### src/rtl/ascii_key_encoder.sv
// ascii_key_encoder: turns one accepted ASCII character into a sequence of
// keyboard key events (optional shift down, key down, key up, optional
// shift up), each a one-cycle o_Enable strobe separated by GAP_CYCLES idle
// cycles.
// Optional feature: define ASCII_KEY_ENCODER_CTRL_EN to also map space,
// line feed and backspace; without it those characters raise o_Error.
module ascii_key_encoder #(
  parameter int GAP_CYCLES = 2
) (
  input  logic       w_Clk,
  input  logic       w_Reset,
  input  logic [7:0] w_Char,
  input  logic       w_Valid,
  output logic       o_Ready,
  output logic [7:0] o_KeyEvent,
  output logic       o_Enable,
  output logic       o_Error
);

  typedef enum logic [2:0] {
    IDLE,
    SHIFT_DN,
    KEY_DN,
    KEY_UP,
    SHIFT_UP,
    GAP
  } state_t;

  localparam logic [7:0] SHIFT_CODE = 8'h72;
  localparam bit         HAS_GAP    = (GAP_CYCLES > 0);
  // Gap counter is loaded with the index of the final gap cycle and counts
  // down to zero, so a gap of N cycles spends exactly N cycles in GAP.
  localparam logic [7:0] GAP_LAST   = HAS_GAP ? 8'(GAP_CYCLES - 1) : 8'd0;

  state_t     state, state_nxt;
  state_t     ret_q, ret_nxt;      // event state to resume after the gap
  logic [7:0] gap_cnt, gap_cnt_nxt;
  logic [6:0] code_q, code_nxt;    // latched keycode of the character
  logic       shift_q, shift_nxt;  // latched character needs shift
  logic [7:0] key_q, key_nxt;      // last emitted event, held between strobes
  logic       err_q, err_nxt;

  logic       dec_ok;
  logic       dec_shift;
  logic [6:0] dec_code;
  state_t     succ;

  // Character decode result: {supported, shifted, keycode}. Keycode math is
  // done in 8 bits and truncated to 7, which forces bit7 to zero.
  function automatic logic [8:0] decode(input logic [7:0] ch);
    logic [8:0] r;
    r = '0;
    if (ch >= 8'h61 && ch <= 8'h7A)
      r = {2'b10, 7'(ch - 8'h5D)};
    else if (ch >= 8'h41 && ch <= 8'h5A)
      r = {2'b11, 7'(ch - 8'h3D)};
    else if (ch >= 8'h31 && ch <= 8'h39)
      r = {2'b10, 7'(ch - 8'h13)};
    else if (ch == 8'h30)
      r = {2'b10, 7'h27};
    else if (ch == 8'h29)
      r = {2'b11, 7'h27};
`ifdef ASCII_KEY_ENCODER_CTRL_EN
    else if (ch == 8'h20)
      r = {2'b10, 7'h2C};
    else if (ch == 8'h0A)
      r = {2'b10, 7'h28};
    else if (ch == 8'h08)
      r = {2'b10, 7'h2A};
`endif
    return r;
  endfunction

  // True for the four states that put an event on the bus.
  function automatic logic is_evt(input state_t s);
    return (s == SHIFT_DN) || (s == KEY_DN) || (s == KEY_UP) || (s == SHIFT_UP);
  endfunction

  // Event that follows a given event state; IDLE ends the sequence.
  function automatic state_t after_evt(input state_t s, input logic shifted);
    state_t r;
    case (s)
      SHIFT_DN: r = KEY_DN;
      KEY_DN:   r = KEY_UP;
      KEY_UP:   r = shifted ? SHIFT_UP : IDLE;
      default:  r = IDLE;
    endcase
    return r;
  endfunction

  // Bus value for an event state.
  function automatic logic [7:0] evt_val(input state_t s, input logic [6:0] code);
    logic [7:0] r;
    case (s)
      SHIFT_DN: r = SHIFT_CODE;
      KEY_DN:   r = {1'b0, code};
      KEY_UP:   r = {1'b1, code};
      SHIFT_UP: r = {1'b1, SHIFT_CODE[6:0]};
      default:  r = 8'h00;
    endcase
    return r;
  endfunction

  assign {dec_ok, dec_shift, dec_code} = decode(w_Char);

  // Next-state logic: accept in IDLE, step through events and gaps.
  always_comb begin
    state_nxt   = state;
    ret_nxt     = ret_q;
    gap_cnt_nxt = gap_cnt;
    code_nxt    = code_q;
    shift_nxt   = shift_q;
    key_nxt     = key_q;
    err_nxt     = 1'b0;
    succ        = after_evt(state, shift_q);

    case (state)
      IDLE: begin
        if (w_Valid) begin
          if (dec_ok) begin
            code_nxt  = dec_code;
            shift_nxt = dec_shift;
            state_nxt = dec_shift ? SHIFT_DN : KEY_DN;
          end else begin
            // Unsupported character: flag it and stay ready.
            err_nxt = 1'b1;
          end
        end
      end
      SHIFT_DN, KEY_DN, KEY_UP, SHIFT_UP: begin
        if (HAS_GAP) begin
          state_nxt   = GAP;
          ret_nxt     = succ;
          gap_cnt_nxt = GAP_LAST;
        end else begin
          state_nxt = succ;
        end
      end
      GAP: begin
        if (gap_cnt == 8'd0)
          state_nxt = ret_q;
        else
          gap_cnt_nxt = gap_cnt - 8'd1;
      end
      default: state_nxt = IDLE;
    endcase

    // Load the bus value only when entering an event state, so it holds
    // the last emitted event through gaps and idle.
    if (is_evt(state_nxt))
      key_nxt = evt_val(state_nxt, code_nxt);
  end

  // State and datapath registers; reset aborts any sequence in flight.
  always_ff @(posedge w_Clk) begin
    if (w_Reset) begin
      state   <= IDLE;
      ret_q   <= IDLE;
      gap_cnt <= 8'd0;
      code_q  <= 7'd0;
      shift_q <= 1'b0;
      key_q   <= 8'h00;
      err_q   <= 1'b0;
    end else begin
      state   <= state_nxt;
      ret_q   <= ret_nxt;
      gap_cnt <= gap_cnt_nxt;
      code_q  <= code_nxt;
      shift_q <= shift_nxt;
      key_q   <= key_nxt;
      err_q   <= err_nxt;
    end
  end

  assign o_Ready    = (state == IDLE);
  assign o_Enable   = is_evt(state);
  assign o_KeyEvent = key_q;
  assign o_Error    = err_q;

endmodule

### config.mk
export PLATFORM = sky130hd
export DESIGN_NAME = ascii_key_encoder
export DESIGN_NICKNAME = d
export VERILOG_FILES = /design/src/rtl/ascii_key_encoder.sv
export SDC_FILE = /design/constraint.sdc
export NUM_CORES = 1
export LEC_CHECK = 0
export CAP_MARGIN = 20
export CORE_MARGIN = 1
export CORE_UTILIZATION = 45
export DETAILED_ROUTE_END_ITERATION = 8
export GPL_ROUTABILITY_DRIVEN = 1
export PLACE_DENSITY = 0.66
export SYNTH_ARGS = -nofsm -noshare
export SYNTH_HDL_FRONTEND = slang
export SYNTH_SLANG_ARGS = --single-unit
export TNS_END_PERCENT = 1
### constraint.sdc
create_clock -name w_Clk -period 2.3 [get_ports w_Clk]
set_input_delay 0.345 -clock w_Clk [delete_from_list [all_inputs] [get_ports w_Clk]]
set_output_delay 0.345 -clock w_Clk [all_outputs]
set_load 0.1 [all_outputs]
# ---- Word-level counts from Yosys, hierarchy flattened
# Index checks and enable logic that the tools add are counted.
dict set report classes {
  n_addsub 4
  order_cmp 6
  n_eq_ne 12
  n_mux 19
  bitwise 2
  reduce_logical 16
}
# op count
set op_table {}
lappend op_table {{9-bit 2-to-1 mux} 5}
lappend op_table {{8-bit one-hot mux with 4 select lines} 1}
lappend op_table {{7-bit 2-to-1 mux} 3}
lappend op_table {{3-bit one-hot mux with 3 select lines} 2}
lappend op_table {{8-bit by 6-bit equality test with 1-bit output, second input constant} 2}
lappend op_table {{8-bit by 7-bit >= comparator with 1-bit output, second input constant} 2}
lappend op_table {{8-bit by 7-bit less-or-equal comparator with 1-bit output, second input constant} 2}
lappend op_table {{8-bit one-hot mux with 2 select lines} 1}
lappend op_table {{3-bit by 2-bit equality test with 1-bit output, second input constant} 4}
lappend op_table {{3-bit 2-to-1 mux} 4}
lappend op_table {{3-bit equality test, second input constant} 3}
lappend op_table {{8-bit by 6-bit >= comparator with 1-bit output, second input constant} 1}
lappend op_table {{8-bit by 6-bit less-or-equal comparator with 1-bit output, second input constant} 1}
lappend op_table {{8-bit zero test} 1}
lappend op_table {{8-bit 2-to-1 mux} 1}
lappend op_table {{8-bit by 1-bit subtractor with 8-bit output, second input constant} 1}
lappend op_table {{7-bit by 5-bit subtractor with 7-bit output, second input constant} 1}
lappend op_table {{7-bit by 6-bit subtractor with 7-bit output, second input constant} 1}
lappend op_table {{7-bit subtractor, second input constant} 1}
lappend op_table {{3-bit by 1-bit equality test with 1-bit output, second input constant} 2}
lappend op_table {{1-bit logical OR} 6}
lappend op_table {{4-bit OR reduction} 1}
lappend op_table {{1-bit logical AND} 3}
lappend op_table {{3-bit zero test} 1}
lappend op_table {{8 further kinds} 9}
dict set report totals {
  reg_bits 31
  in_bits 11
  output_inout_bits 11
  word_cells 66
}

# ---- Longest topological paths before layout
# Gate-level depths: netlist of run 1.
dict set report logic_depth {
  ltp_word 14
  depth_mapped 9
  mapped_depth_nobuf 8
}

# ---- Worst setup path after synthesis of run 1
# Ideal clock, no wire load.
dict set report synth_timing {
  path_kind {register to output}
  from {register state[0]}
  to {output o_Ready}
  arrival_time_ns 2.519
  required_ns 1.955
  path_slack_ns -0.564
  stages_incl_launch_ff 3
  n_path_buf 1
  cell_sequence {dfxtp_1 > buf_2 > nor3_1}
}
dict set report synth_between {
  elab_chain_cells 1
}
# element line_no
set synth_lines {}
lappend synth_lines {{start, declared} 35} ;# state_t state, state_nxt;
lappend synth_lines {{start signal, assigned} 165} ;# state <= state_nxt;
lappend synth_lines {{3-bit zero test} 175} ;# assign o_Ready = (state == IDLE);
lappend synth_lines {{end, declared} 14} ;# output logic o_Ready,
# Every way passes these cells.

# ---- Final worst setup path of run 1
dict set report layout_timing {
  from {register gap_cnt[1]}
  to {register key_q[6] (netlist: o_KeyEvent[6])}
}
dict set report layout_between {
  elab_chain_cells 7
  word_cells_on_any_way 11
  classes_between {4 x eq/ne; 3 x mux; 4 x reduce/logical}
}
# element line_no
set layout_lines {}
lappend layout_lines {{start, declared} 37} ;# logic [7:0] gap_cnt, gap_cnt_nxt;
lappend layout_lines {{start signal, assigned} 167} ;# gap_cnt <= gap_cnt_nxt;
lappend layout_lines {{8-bit zero test *} 140} ;# if (gap_cnt == 8'd0)
lappend layout_lines {{3-bit 2-to-1 mux *} 140}
lappend layout_lines {{3-bit one-hot mux with 3 select lines *} 117} ;# case (state)
lappend layout_lines {{parallel branches: the longest is 4 deep, another holds 8-bit one-hot mux with 4 select lines} -}
lappend layout_lines {{end signal, assigned} 170} ;# key_q <= key_nxt;
lappend layout_lines {{end, declared} 40} ;# logic [7:0] key_q, key_nxt;
# Every way passes the cells marked *.
# A chain may end at the register's enable or synchronous reset.

==> impl_metrics.env, run 1 <==
export IMPL_min_from="o_KeyEvent[5]"
export IMPL_final_cell_mix="61 x buf_4, 30 x nor2_1, 29 x dfxtp_1"
export IMPL_critPathBufInv=1
export IMPL_crit_path_max_incr_delay_ns=0.41
export IMPL_stdcell_area_sq_um=2620
export IMPL_grt_ovfl_total=0
export IMPL_vias=1822
export IMPL_die_w_microns=65.7
export IMPL_drt_iter0_drc=78
export IMPL_die_height_microns=65.7
export IMPL_yosysSeqAreaShare=0.340
export IMPL_crit_family="simple AND/OR/NAND/NOR gates"
export IMPL_skew_ns=0.00471
export IMPL_fin_crit_ns=2.26
export IMPL_max_cap_violations=0
export IMPL_portBuffers=21
export IMPL_netlist_instances=217
export IMPL_dp_hpwl_microns=3480
export IMPL_grt_max_degree=34
export IMPL_start_util=0.484
export IMPL_critPathKind="reg -> reg"
export IMPL_syn_to_final_growth_pct=43.8
export IMPL_postRouteAntennaNets=0
export IMPL_ys_flop_type="dfxtp_1"
export IMPL_r2r_slack_ns=0.04
export IMPL_tightest_slew_ns=0.513
export IMPL_power_internal_mw=1.66
export IMPL_reg2reg_to="o_KeyEvent[6]"
export IMPL_core_sq_um=3770
export IMPL_drc_errors=0
export IMPL_combPwrFrac=0.593
export IMPL_arrival_ns=2.45
export IMPL_crit_fanout=4
export IMPL_synth_edf_count=0
export IMPL_grt_pass1_vias=1654
export IMPL_status="completed"
export IMPL_synth_avg_cell_area_sq_um=8.41
export IMPL_track_usage=0.237
export IMPL_layout_commonest_cell="buf_4"
export IMPL_ios=22
export IMPL_grt_use_met3=0.0417
export IMPL_worstPathCellList="inv_2, ha_2, or3b_4, o311ai_4, nand3_2, nor3b_4, xor2_4, a221oi_2"
export IMPL_p_total_mw=3.14
export IMPL_cts_buffers=5
export IMPL_crit_reg2reg_launch="gap_cnt[1]"
export IMPL_fillers=327
export IMPL_drtPass1Iterations=4
export IMPL_dp_cells=326
export IMPL_p_leak_nw=1.09
export IMPL_cts_path_max_buffers=2
export IMPL_clock_fmax_mhz=443
export IMPL_rr_worst_depth=8
export IMPL_fin_nets=305
export IMPL_grt_util_met1=0.327
export IMPL_powerDensity_nw_per_um2=1200
export IMPL_rsz0062_at_grt="yes"
export IMPL_fin_cells=337
export IMPL_finalMaxSlewViolations=0
export IMPL_start_kind="flip-flop"
export IMPL_switching_share=0.472
export IMPL_async_flop_share=0
export IMPL_synth_cell_types=55
export IMPL_clock_latency_ns=0.28
export IMPL_power_frac_seq=0.229
export IMPL_switching_power_mw=1.48
export IMPL_grt_pass1_wl_microns=7710
export IMPL_fin_crit_sh=0.981
export IMPL_crit_end="o_KeyEvent[6]"
export IMPL_worstSetupEndpointType="flip-flop"
export IMPL_path_clk_slew_ns=0.07
export IMPL_clock_power_share=0.178
export IMPL_drt_wl_total_microns=4850
export IMPL_synth_seq_cells=31
export IMPL_startpoint="gap_cnt[1]"
export IMPL_ir_drop_uv=724
export IMPL_ctsRootBufferMaster="clkbuf_8"
export IMPL_synth_area_sq_um=1820
export IMPL_busiest_layer="met2"
export IMPL_n_antenna_cell=0
export IMPL_drive_gt1_frac=0.360
export IMPL_syn_nets=234
export IMPL_crit_slowest_cell="or3b_4"
export IMPL_cts_hold_buf=0
export IMPL_gp_congestion=0.900
export IMPL_rows=22
export IMPL_wire_per_inst_microns=14.4
export IMPL_grt_antenna_before_repair=0
export IMPL_die_area_sq_um=4310
export IMPL_setup_violations=0
export IMPL_htreeDepth=2
export IMPL_cp_depth=8
export IMPL_crit_required_ns=2.49
export IMPL_place_area_sq_um=2410
export IMPL_fin_setup_tns_ns=0
export IMPL_via_per_inst=5.41
export IMPL_hold_class="reg -> reg"
export IMPL_hold_viol_final=0
export IMPL_cts_sinks=31
export IMPL_cts_tree="done"
export IMPL_slew_headroom=0.657
export IMPL_use_met2=0.370
export IMPL_ys_warnings_count=0
## worst min-delay path: cells and delay by family (launching register included)
| kind | cells | cell delay, ns |
|---|---|---|
| AOI/OAI and AO/OA | 1 | 0.05 |
| buffers and inverters | 1 | 0.06 |
| DFF | 1 | 0.31 |
## layer usage
| metal | up-vias | share of wire |
|---|---|---|
| li1 | 930 | - |
| met1 | 849 | 0.49 |
| met2 | 37 | 0.47 |
| met3 | 6 | 0.029 |
| met4 | 0 | 0.012 |
| met5 | - | 0 |
## state kept, by name, indices dropped and copies added (netlist names)
signal and count:
code_q 7, gap_cnt 8, o_Error 1, o_KeyEvent 8, ret_q 3, shift_q 1, state 3
## layout make-up
class	count	area [sq um]	share of cell area
inverters	15	56.3	0.0215
multi-input cells	163	1190	0.455
well taps	48	60.1	0.0229
clock inverters	2	35.0	0.0134
flip-flops and latches	31	623	0.238
repair buffers	72	572	0.218
clock buffers	6	82.6	0.0315
## power by group through the flow
stage	combinational, mW	clock, mW	sequential [mW]
after floorplan	0.910	0	0.987
final	1.86	0.559	0.718
after global routing	1.96	0.588	0.730
after detailed placement	1.68	0	0.721
after global placement	1.68	0	0.719
after CTS	1.71	0.561	0.710
## worst min-delay path by stage
stage	cells past startpoint	end
after floorplan	2	code_q[6]
after global placement	2	o_KeyEvent[6]
after detailed placement	2	o_KeyEvent[6]
after CTS	2	o_KeyEvent[6]
after global routing	2	o_KeyEvent[5]
final	2	o_KeyEvent[5]
## logic make-up (layout without fill, tap and decap cells)
kind of cell | after synthesis | count (layout) | synth area share
buffers and inverters | 23 | 95 | 0.0501
and+or+nand+nor | 89 | 89 | 0.278
AOI/OAI and AO/OA | 55 | 55 | 0.219
DFF | 31 | 31 | 0.340
adders and majority gates | 6 | 6 | 0.0412
xor gates and xnor gates | 8 | 8 | 0.0425
muxes | 5 | 5 | 0.0288
## through the flow
stage	utilization	setup WS, ns	hold slack, ns
2_1_floorplan	-	0.0851	0.445
3_3_place_gp	0.639	-0.426	0.460
3_5_place_dp	0.639	-0.490	0.463
4_1_cts	0.677	0.0211	0.477
5_1_grt	0.695	-0.0611	0.490
6_report	0.695	0.0448	0.474
## synthesized netlist by cell type (3+ instances only)
library cell   n  share of area
nor2_1        31          0.064
xnor2_1        6          0.029
o21ai_0        9          0.025
nor4_1         4          0.014
o32ai_1        4          0.019
nor3_1        10          0.027
ha_1           6          0.041
dfxtp_1       31           0.34
and3_1         3          0.010
nand2b_1       4          0.014
a221oi_1       4          0.019
a211oi_1       3          0.012
o211ai_1       3          0.012
mux2i_1        3          0.016
buf_2          4          0.011
inv_1         15          0.031
nand2_1       13          0.027
a21oi_1       12          0.033
nor2b_1        3          0.010
clkbuf_1       4         0.0082
## timing repair
item / in CTS / in global routing
resized for setup: 7 / 17
buffers inserted: 1 / 2
setup endpoints to repair: 12 / 9
pin swaps: 8 / 9
(Power assumes the default switching activity.)
==> run 2: changes to the inputs <==
Settings changed: PLACE_DENSITY 0.66 to 0.64.
Clock period 2.3 ns to 2.4 ns, I/O delays scaled along.
==> impl_metrics.env, run 2 (synthesized netlist as in run 1, its figures left out) <==
export IMPL_finalMaxSlewViolations=0
export IMPL_drc_errors=0
export IMPL_whs_ns=0.486
export IMPL_grt_max_degree=23
export IMPL_ir_drop_uv=1040
export IMPL_place_area_sq_um=2330
export IMPL_clock_fmax_mhz=432
export IMPL_grt_util_met1=0.302
export IMPL_core_sq_um=3770
export IMPL_crit_required_ns=2.59
export IMPL_portBuffers=21
export IMPL_vias=1794
export IMPL_drt_wl_total_microns=4700
export IMPL_fin_crit_sh=0.966
export IMPL_cts_hold_buf=0
export IMPL_skew_ns=0.00564
export IMPL_final_cell_mix="48 x buf_4, 31 x dfxtp_1, 30 x nor2_1"
export IMPL_crit_slowest_cell="nor3b_1"
export IMPL_track_usage=0.230
export IMPL_tightest_slew_ns=0.791
export IMPL_path_clk_slew_ns=0.06
export IMPL_dp_hpwl_microns=3470
export IMPL_ios=22
export IMPL_fin_setup_tns_ns=0
export IMPL_crit_path_max_incr_delay_ns=0.51
export IMPL_grt_use_met3=0.0417
export IMPL_cts_sinks=31
export IMPL_cts_buffers=5
export IMPL_critPathMostFrequentCell="a31o_2"
export IMPL_arrival_ns=2.51
export IMPL_drtPass1Iterations=4
export IMPL_die_area_sq_um=4310
export IMPL_crit_fanout=7
export IMPL_busiest_layer="met2"
export IMPL_slew_headroom=0.471
export IMPL_postRouteAntennaNets=0
export IMPL_wire_per_inst_microns=14.5
export IMPL_fin_nets=293
export IMPL_via_per_inst=5.52
export IMPL_clock_latency_ns=0.28
export IMPL_cts_path_max_buffers=2
export IMPL_status="completed"
export IMPL_worstSetupEndpointType="flip-flop"
export IMPL_hold_path_depth=2
export IMPL_fin_crit_ns=2.32
export IMPL_drive_gt1_frac=0.307
export IMPL_grt_pass1_wl_microns=7640
export IMPL_rows=22
export IMPL_p_leak_nw=1.02
export IMPL_hold_class="reg -> reg"
export IMPL_dp_cells=315
export IMPL_grt_ovfl_total=0
export IMPL_fin_cells=325
export IMPL_grt_antenna_before_repair=0
export IMPL_max_cap_violations=0
export IMPL_cts_tree="done"
export IMPL_rr_worst_depth=8
export IMPL_powerDensity_nw_per_um2=1140
export IMPL_die_w_microns=65.7
export IMPL_drt_iter0_drc=132
export IMPL_start_util=0.484
export IMPL_worstPathCellList="inv_1, ha_1, nor3b_1, nand4b_1, a31o_2, a31o_2, a2bb2oi_1, a21oi_1"
export IMPL_stdcell_area_sq_um=2510
export IMPL_ctsRootBufferMaster="clkbuf_8"
export IMPL_use_met2=0.381
export IMPL_gp_congestion=0.872
export IMPL_die_height_microns=65.7
export IMPL_critPathKind="reg -> reg"
export IMPL_n_antenna_cell=0
export IMPL_hold_viol_final=0
export IMPL_setup_violations=0
export IMPL_htreeDepth=2
export IMPL_syn_to_final_growth_pct=37.5
export IMPL_start_kind="flip-flop"
export IMPL_grt_pass1_vias=1699
export IMPL_layout_commonest_cell="buf_4"
==> run 2: path summary, 6_finish.rpt <==
check	start	end	slack, ns
setup / recovery	gap_cnt[0]	o_KeyEvent[7]	0.08
hold / removal	o_KeyEvent[1]	o_KeyEvent[1]	0.49
setup reg to reg	gap_cnt[0]	o_KeyEvent[7]	0.08
hold reg to reg	o_KeyEvent[1]	o_KeyEvent[1]	0.49
==> run 2: power breakdown <==
group / internal [mW] / switching (mW) / leakage (nW) / total [mW]
Combinational: 0.646 / 1.12 / 0.723 / 1.76
Sequential: 0.603 / 0.0888 / 0.252 / 0.692
Clock: 0.203 / 0.189 / 0.0422 / 0.392
==> run 2: timing repair <==
action	4_1_cts	5_1_grt
pin swaps	8	6
hold endpoints to repair	0	0
resized for setup	11	8
setup buffers	1	1
setup endpoints to repair	9	8
==> run 2: metrics by stage <==
step                       util  setup WS, ns  power, mW
after CTS                 0.651        0.0202       2.74
after floorplan               -         0.170       1.82
after global routing      0.665       -0.0374       2.99
after global placement    0.617        -0.348       2.23
final                     0.665        0.0827       2.85
after detailed placement  0.617        -0.505       2.25
==> run 2: worst max-delay path: cells and delay by family (launching register included) <==
family | cells | cell delay (ns)
compound gates | 4 | 0.97
simple gates | 2 | 0.68
flops | 1 | 0.34
fa+ha+maj | 1 | 0.17
buf+inv | 1 | 0.07
==> run 2: final cells by class <==
type / instances / area (sq um)
Fill cell: 296 / 1260
Timing Repair Buffer: 60 / 490
Inverter: 15 / 56.3
Tap cell: 48 / 60.1
Clock inverter: 1 / 5.00
Clock buffer: 7 / 76.3
Sequential cell: 31 / 621
Multi-Input combinational cell: 163 / 1200
==> run 2: routing by layer <==
metal,wire length (microns),vias up
met5,0,-
met4,38,0
met3,139,6
met2,2220,42
met1,2300,839
li1,-,907
==> run 3: changes to the inputs <==
Settings changed: DONT_BUFFER_PORTS set to 1, PLACE_DENSITY 0.64 to 0.57.
==> impl_metrics.env, run 3 (synthesized netlist as in run 1, its figures left out) <==
export IMPL_start_kind="flip-flop"
export IMPL_die_w_microns=65.7
export IMPL_finalMaxSlewViolations=0
export IMPL_powerDensity_nw_per_um2=1260
export IMPL_switching_share=0.482
export IMPL_power_frac_seq=0.250
export IMPL_met2_length_microns=1910
export IMPL_arrival_ns=2.51
export IMPL_ctsRootBufferMaster="clkbuf_8"
export IMPL_dpl_worst_slack_ns=-0.0488
export IMPL_tightest_slew_ns=0.611
export IMPL_core_sq_um=3770
export IMPL_setup_violations=0
export IMPL_postRouteAntennaNets=0
export IMPL_worstSetupEndpointType="flip-flop"
export IMPL_p_leak_nw=0.811
export IMPL_ir_drop_uv=807
export IMPL_fin_nets=249
export IMPL_portBuffers=0
export IMPL_switching_power_mw=1.28
export IMPL_grt_max_degree=34
export IMPL_ios=22
export IMPL_cts_sinks=31
export IMPL_grt_ovfl_total=0
export IMPL_cts_setup_buffers=0
export IMPL_wire_per_inst_microns=15.6
export IMPL_cts_buffers=5
export IMPL_final_cell_mix="31 x nor2_1, 31 x dfxtp_1, 16 x buf_4"
export IMPL_status="completed"
export IMPL_hold_viol_final=0
export IMPL_fin_crit_sh=0.972
export IMPL_die_height_microns=65.7
export IMPL_r2r_slack_ns=0.07
export IMPL_drt_wl_total_microns=4400
export IMPL_hold_class="in -> reg"
export IMPL_hold_path_depth=1
export IMPL_via_per_inst=5.79
export IMPL_drc_errors=0
export IMPL_gp_congestion=0.898
export IMPL_vias=1627
export IMPL_rsz0062_at_grt="yes"
export IMPL_cts_tree="done"
export IMPL_rows=22
export IMPL_fin_crit_ns=2.33
export IMPL_dp_hpwl_microns=3370
export IMPL_syn_to_final_growth_pct=15.9
export IMPL_setup_ws_ns=0.0670
export IMPL_wl_met1_microns=2220
export IMPL_slew_headroom=0.589
export IMPL_final_util=0.561
export IMPL_grt_antenna_before_repair=0
export IMPL_grt_pass1_wl_microns=7490
export IMPL_n_antenna_cell=0
export IMPL_drtPass1Iterations=4
export IMPL_crit_required_ns=2.58
export IMPL_clock_latency_ns=0.28
export IMPL_combPwrFrac=0.550
export IMPL_path_clk_slew_ns=0.07
export IMPL_cts_hold_buf=0
export IMPL_track_usage=0.229
export IMPL_skew_ns=0.00671
export IMPL_top_layer="met4"
export IMPL_cts_path_max_buffers=2
export IMPL_clock_fmax_mhz=429
export IMPL_drt_iter0_drc=99
export IMPL_die_area_sq_um=4310
export IMPL_max_cap_violations=0
export IMPL_wl_met3_microns=230
export IMPL_clock_power_share=0.200
export IMPL_rr_worst_depth=8
export IMPL_grt_pass1_vias=1612
export IMPL_drive_gt1_frac=0.185
export IMPL_htreeDepth=2
export IMPL_start_util=0.484
export IMPL_critPathKind="reg -> reg"
export IMPL_crit_fanout=5
export IMPL_power_internal_mw=1.38
[run 3: cell count changes in the layout (fill, tap and decap cells not counted), moves of 2 or more]
cell             previous run  this run
buf_4                      48        16
clkbuf_1                    2         0
clkdlybuf4s50_1             8         0
a221oi_2                    4         0
inv_2                       2         0
nor3_2                      2         0
a221oi_1                    0         4
[run 3: metrics by stage]
step	area [sq um]	total power, mW	TNS [ns]	cells	hold WS, ns
final	2110	2.67	0	281	0.141
after global routing	2110	2.80	-0.108	281	0.124
after CTS	2100	2.64	0	281	0.135
after detailed placement	1980	2.12	-0.103	273	0.436
after global placement	1980	2.09	0	273	0.434
after floorplan	1830	1.82	0	217	0.445
[run 3: critical path: stages, from the launching register on]
cell	delay, ns
dfxtp_1	0.35
inv_1	0.06
ha_1	0.18
or3b_4	0.43
or4_4	0.54
nand3_2	0.13
nor3b_4	0.07
xor2_2	0.17
a221oi_1	0.31
[run 3: area by class of cell]
cell class                 instances  area [sq um]
clock buffer                       6          82.6
clock inverter                     2          35.0
fill                             341          1660
inverter                          15          60.1
multi-input combinational        163          1140
sequential                        31           621
tap                               48          60.1
timing repair buffer              16           120
[run 3: path summary, 6_finish.rpt]
kind,endpoint,from
worst max register to register,o_KeyEvent[4],gap_cnt[0]
worst max-delay path,o_KeyEvent[4],gap_cnt[0]
worst min-delay path,gap_cnt[7],w_Reset
worst min register to register,code_q[6],code_q[6]
[run 3: routing by layer]
metal  vias to the layer above  global-route usage
met2                        34               0.344
met1                       770               0.314
li1                        817                   -
met4                         0              0.0734
met3                         6              0.0625
met5                         -                   0
[run 3: power groups by stage]
stage | Clock, mW | Sequential, mW | Combinational (mW)
global placement | 0 | 0.673 | 1.42
detailed placement | 0 | 0.679 | 1.44
global route | 0.561 | 0.678 | 1.56
CTS | 0.538 | 0.667 | 1.44
floorplan | 0 | 0.946 | 0.872
finish | 0.532 | 0.667 | 1.47
[run 3: what timing repair did]
item | in CTS | in global routing
endpoints found under the setup margin | 1 | 8
resized for setup | 0 | 3
pin swaps | 1 | 2
==> RTL change 1, RTL diff (settings of run 3) <==
Add a define of `ASCII_KEY_ENCODER_CTRL_EN`.
--- a/src/rtl/ascii_key_encoder.sv
+++ b/src/rtl/ascii_key_encoder.sv
@@ -4,6 +4,8 @@
 // cycles.
 // Optional feature: define ASCII_KEY_ENCODER_CTRL_EN to also map space,
 // line feed and backspace; without it those characters raise o_Error.
+`define ASCII_KEY_ENCODER_CTRL_EN
+
 module ascii_key_encoder #(
   parameter int GAP_CYCLES = 2
 ) (
Behaviour: not the same (Yosys sat finds a counterexample within 4 cycles, from zero or initial values and one cycle with w_Reset high).
==> RTL change 1 against run 3 <==
  * Wire length up 6.6%
  * Worst setup slack improved by 0.18 ns
  * Area after synthesis up 4.0%
  * Sequential cell count unchanged
  * Utilization decreased by 2.0 points
  * Clock power is 19% lower
  * Highest routed layer unchanged
  * Critical path type is now reg2out
  * Sequential power up 1%
  * Synthesized cell count is 8.3% higher
  * Final area is 3.1% higher
  * Power fell by 18%
==> RTL change 1: results (changes against run 3) <==
- Power Clock: 429 uW (-19%)
- Status: completed
- Vias in the first global route: 1694 (+5.1%)
- Hpwl dp: 3.497 mm (+3.9%)
- Static leakage: 0.8956 nW (+10%)
- Beginning of the critical path: state[1]$_SDFF_PP0_
- Final wirelength: 4.688 mm (+6.6%)
- Total Routing Usage GR: 22.19% (-0.74 points)
- Maximum vdd drop: 0.0007774 V (-3.7%)
- NonClk Buf Share: 7.577% (+1.9 points)
- Delay-heaviest family, CP: flip-flops
- Seq pwr: 676 uW (+1%)
- Post-Synth Adder-Cell Area: 3.955% (-0.16 points)
- R2r startpoint: gap_cnt[4]$_SDFFE_PP0P_
- Vias: 1803 (+11%)
- FILL cells: 392 (+15%)
- Post-synthesis sequential area ratio: 32.70% (-1.3 points)
- First drt pass iteration count: 6 (+2)
- Inverters: 18 (+3)
- Syn_nets: 252 (+7.7%)
- Clock buffers and inverters, area share: 4.248% (-1.3 points)
- Worst Reg-to-Reg Cells: 5 (-3)
- Final setup skew: 0.008808 ns (+0.002102 ns)
- Synth top cells by count: dfxtp_1, nand2_1, nor2_1
- Crit-path slowest cell: dfxtp_1
- Crit-path max FO: 12 (+7)
- XOR/XNOR Fraction of Synth Area: 3.230% (-1.0 points)
- Starting DRT DRC Count: 79 (-20%)
- Reg2reg setup slack: 0.34 ns (+0.27 ns)
- Multi-input logic portion of the cell area: 53.73% (about the same)
- Worst-Margin Slew: 0.6071 ns (-0.004146 ns)
- Multi-input gates: 177 (+8.6%)
- Seq area share: 28.47% (-0.88 points)
- # nets final: 272 (+9.2%)
- Worst path max stage delay: 0.61 ns (+0.07 ns)
- Total power: 2.192 mW (-18%)
- Int Power: 1.112 mW (-20%)
- Global-route wire length before repair: 7.617 mm (+1.7%)
-- RTL change 1: changes by cell type after synthesis, moves of 4 or more --
cell     delta
o22a_1      +4
nor2_1      -9
nand2_1    +10
nor2b_1     +6
o21ai_0     +4
-- RTL change 1: worst register-to-register path, delay by kind of cell (launching register included) --
kind               cells  cell delay [ns]
AOI/OAI and AO/OA      3             0.77
and+or+nand+nor        2             0.87
DFF                    1             0.36
-- RTL change 1: metrics by stage --
stage               util, %  cell area [um2]  instances  hold slack [ns]  worst slack (ns)
CTS                   54.10             2180        306           0.1335            0.2469
finish                54.10             2180        306           0.1381            0.2436
detailed placement    51.80             2087        298           0.4372           0.01767
global route          54.10             2180        306           0.1295            0.1426
floorplan                 -             1909        235           0.4480           0.07859
global placement      51.80             2087        298           0.4335           0.07424
-- RTL change 1: metal layers --
layer / global-route usage [%] / share of wire (%)
met5: 0 / 0
met4: 4.787 / 1.2
met3: 5.137 / 3.0
met2: 37.88 / 50
met1: 28.03 / 46
==> RTL change 2, RTL diff (settings of run 3) <==
Made on the original files. `key_q` no longer has a reset.
--- a/src/rtl/ascii_key_encoder.sv
+++ b/src/rtl/ascii_key_encoder.sv
@@ -159,7 +159,6 @@
       gap_cnt <= 8'd0;
       code_q  <= 7'd0;
       shift_q <= 1'b0;
-      key_q   <= 8'h00;
       err_q   <= 1'b0;
     end else begin
       state   <= state_nxt;
@@ -167,9 +166,12 @@
       gap_cnt <= gap_cnt_nxt;
       code_q  <= code_nxt;
       shift_q <= shift_nxt;
-      key_q   <= key_nxt;
       err_q   <= err_nxt;
     end
+  end
+
+  always_ff @(posedge w_Clk) begin
+    key_q <= key_nxt;
   end
 
   assign o_Ready    = (state == IDLE);
Function: changed (Yosys sat finds a counterexample within 4 cycles, from zero or initial values and one cycle with w_Reset high).
==> RTL change 2 against run 3 <==
  * Worst setup slack worse by 0.018 ns
  * Sequential cell count is the same
  * Cell count is 0.71% higher
  * Final area up 6.9%
  * Wire length decreased by 3.4%
  * Area after synthesis rose by 1.2%
  * Largest cell class unchanged
  * Highest routed layer unchanged
Power is not compared: it rests on default switching activity, and its combinational part moved more than twofold at a synthesized area within 25%.
==> RTL change 2: results (changes against run 3) <==
- Post-Synth Adder-Cell Area: 4.068% (-0.047 points)
- XOR/XNOR Fraction of Synth Area: 2.847% (-1.4 points)
- Layout cells sized above 1: 29.36% (+11 points)
- Synth top cells by count: nor2_1, dfxtp_1, nand2_1
- Largest net degree at the start of global routing: 23 (-32%)
- Post-synthesis sequential area ratio: 37.97% (+3.9 points)
- Hpwl dp: 3.245 mm (-3.6%)
- Number of enable flip-flop cells after synthesis: 8 (+8)
- Worst-Margin Slew: 0.9377 ns (+0.3264 ns)
- Vias per cell: 5.714 (-1.3%)
- Asr flop ratio synth: 0% (unchanged)
- Global-route wire length before repair: 7.458 mm (-0.37%)
- GPL Wtd Cong: 0.8157 (-9.1%)
- # nets final: 251 (+0.80%)
- FILL cells: 350 (+2.6%)
- CP Data Arrival Time: 2.30 ns (-0.21 ns)
- Distinct cells, synth: 72 (+31%)
- Dominant cells by area after synthesis: dfxtp_1, edfxtp_1, nor2_1
- Starting DRT DRC Count: 183 (+85%)
- Avg WL per Cell: 15.01 um (-4.0%)
- Compound-cell area share of the yosys netlist: 24.47% (+2.6 points)
- Worst path max stage delay: 0.31 ns (-0.23 ns)
- Final setup skew: 0.01053 ns (+0.003820 ns)
- Post-DP Area: 2133 um2 (+7.7%)
- Crit-path slowest cell: dfxtp_1
- Crit-path max FO: 8 (+3)
- Multiplexer share of the synthesized area: 0.5424% (-2.3 points)
- Pre-CTS setup slack: -0.1152 ns (-0.06635 ns)
- Vias in the first global route: 1609 (-0.19%)
- Syn_nets: 216 (-7.7%)
- Status: completed
-- RTL change 2: changes by cell type after synthesis, sizes merged, moves of 5 or more --
cell and change:
o31ai +5, nor2 -5, dfxtp -8, edfxtp +8
-- RTL change 2: per-layer routing --
metal	track usage [%]	wire length [um]
met1	30.82	2102
met5	0	0
met4	7.979	55
met2	35.20	1852
met3	5.172	238
-- RTL change 2: timing repair --
| action | in CTS | in global routing |
|---|---|---|
| gates resized for setup | 2 | 1 |
| setup buffers | 0 | 2 |
| setup endpoints to repair | 8 | 11 |
-- RTL change 2: area by class of cell --
type	instances	area, um2	share of cell area (%)
timing repair buffer	36	270.3	11.95
clock inverter	1	3.754	0.1660
tap	48	60.06	2.656
sequential	31	700.7	30.99
clock buffer	7	86.33	3.818
inverter	12	57.56	2.546
multi-input combinational	148	1082	47.87
-- RTL change 2: path summary, 6_finish.rpt --
kind	startpoint	to	slack (ns)	cells after the start
worst max register to register	gap_cnt[0]$_SDFFE_PP0P_	o_KeyEvent[4]$_DFFE_PP_	0.05	8
worst min register to register	code_q[6]$_SDFF_PP0_	code_q[6]$_SDFF_PP0_	0.45	2
worst min-delay path	w_Reset	state[0]$_SDFF_PP0_	0.14	1
worst max-delay path	gap_cnt[0]$_SDFFE_PP0P_	o_KeyEvent[4]$_DFFE_PP_	0.05	8
-- RTL change 2: report_power, final --
part,internal (mW),total (mW),switching (mW)
clock network,0.230,0.422,0.192
registers,0.615,0.828,0.213
logic,0.191,0.555,0.365
total,1.04,1.81,0.770
-- RTL change 2: stage by stage --
stage,total power [mW],cells
after floorplan,1.248,199
after global placement,1.360,273
after detailed placement,1.366,273
after CTS,1.804,281
after global routing,1.883,283
final,1.805,283
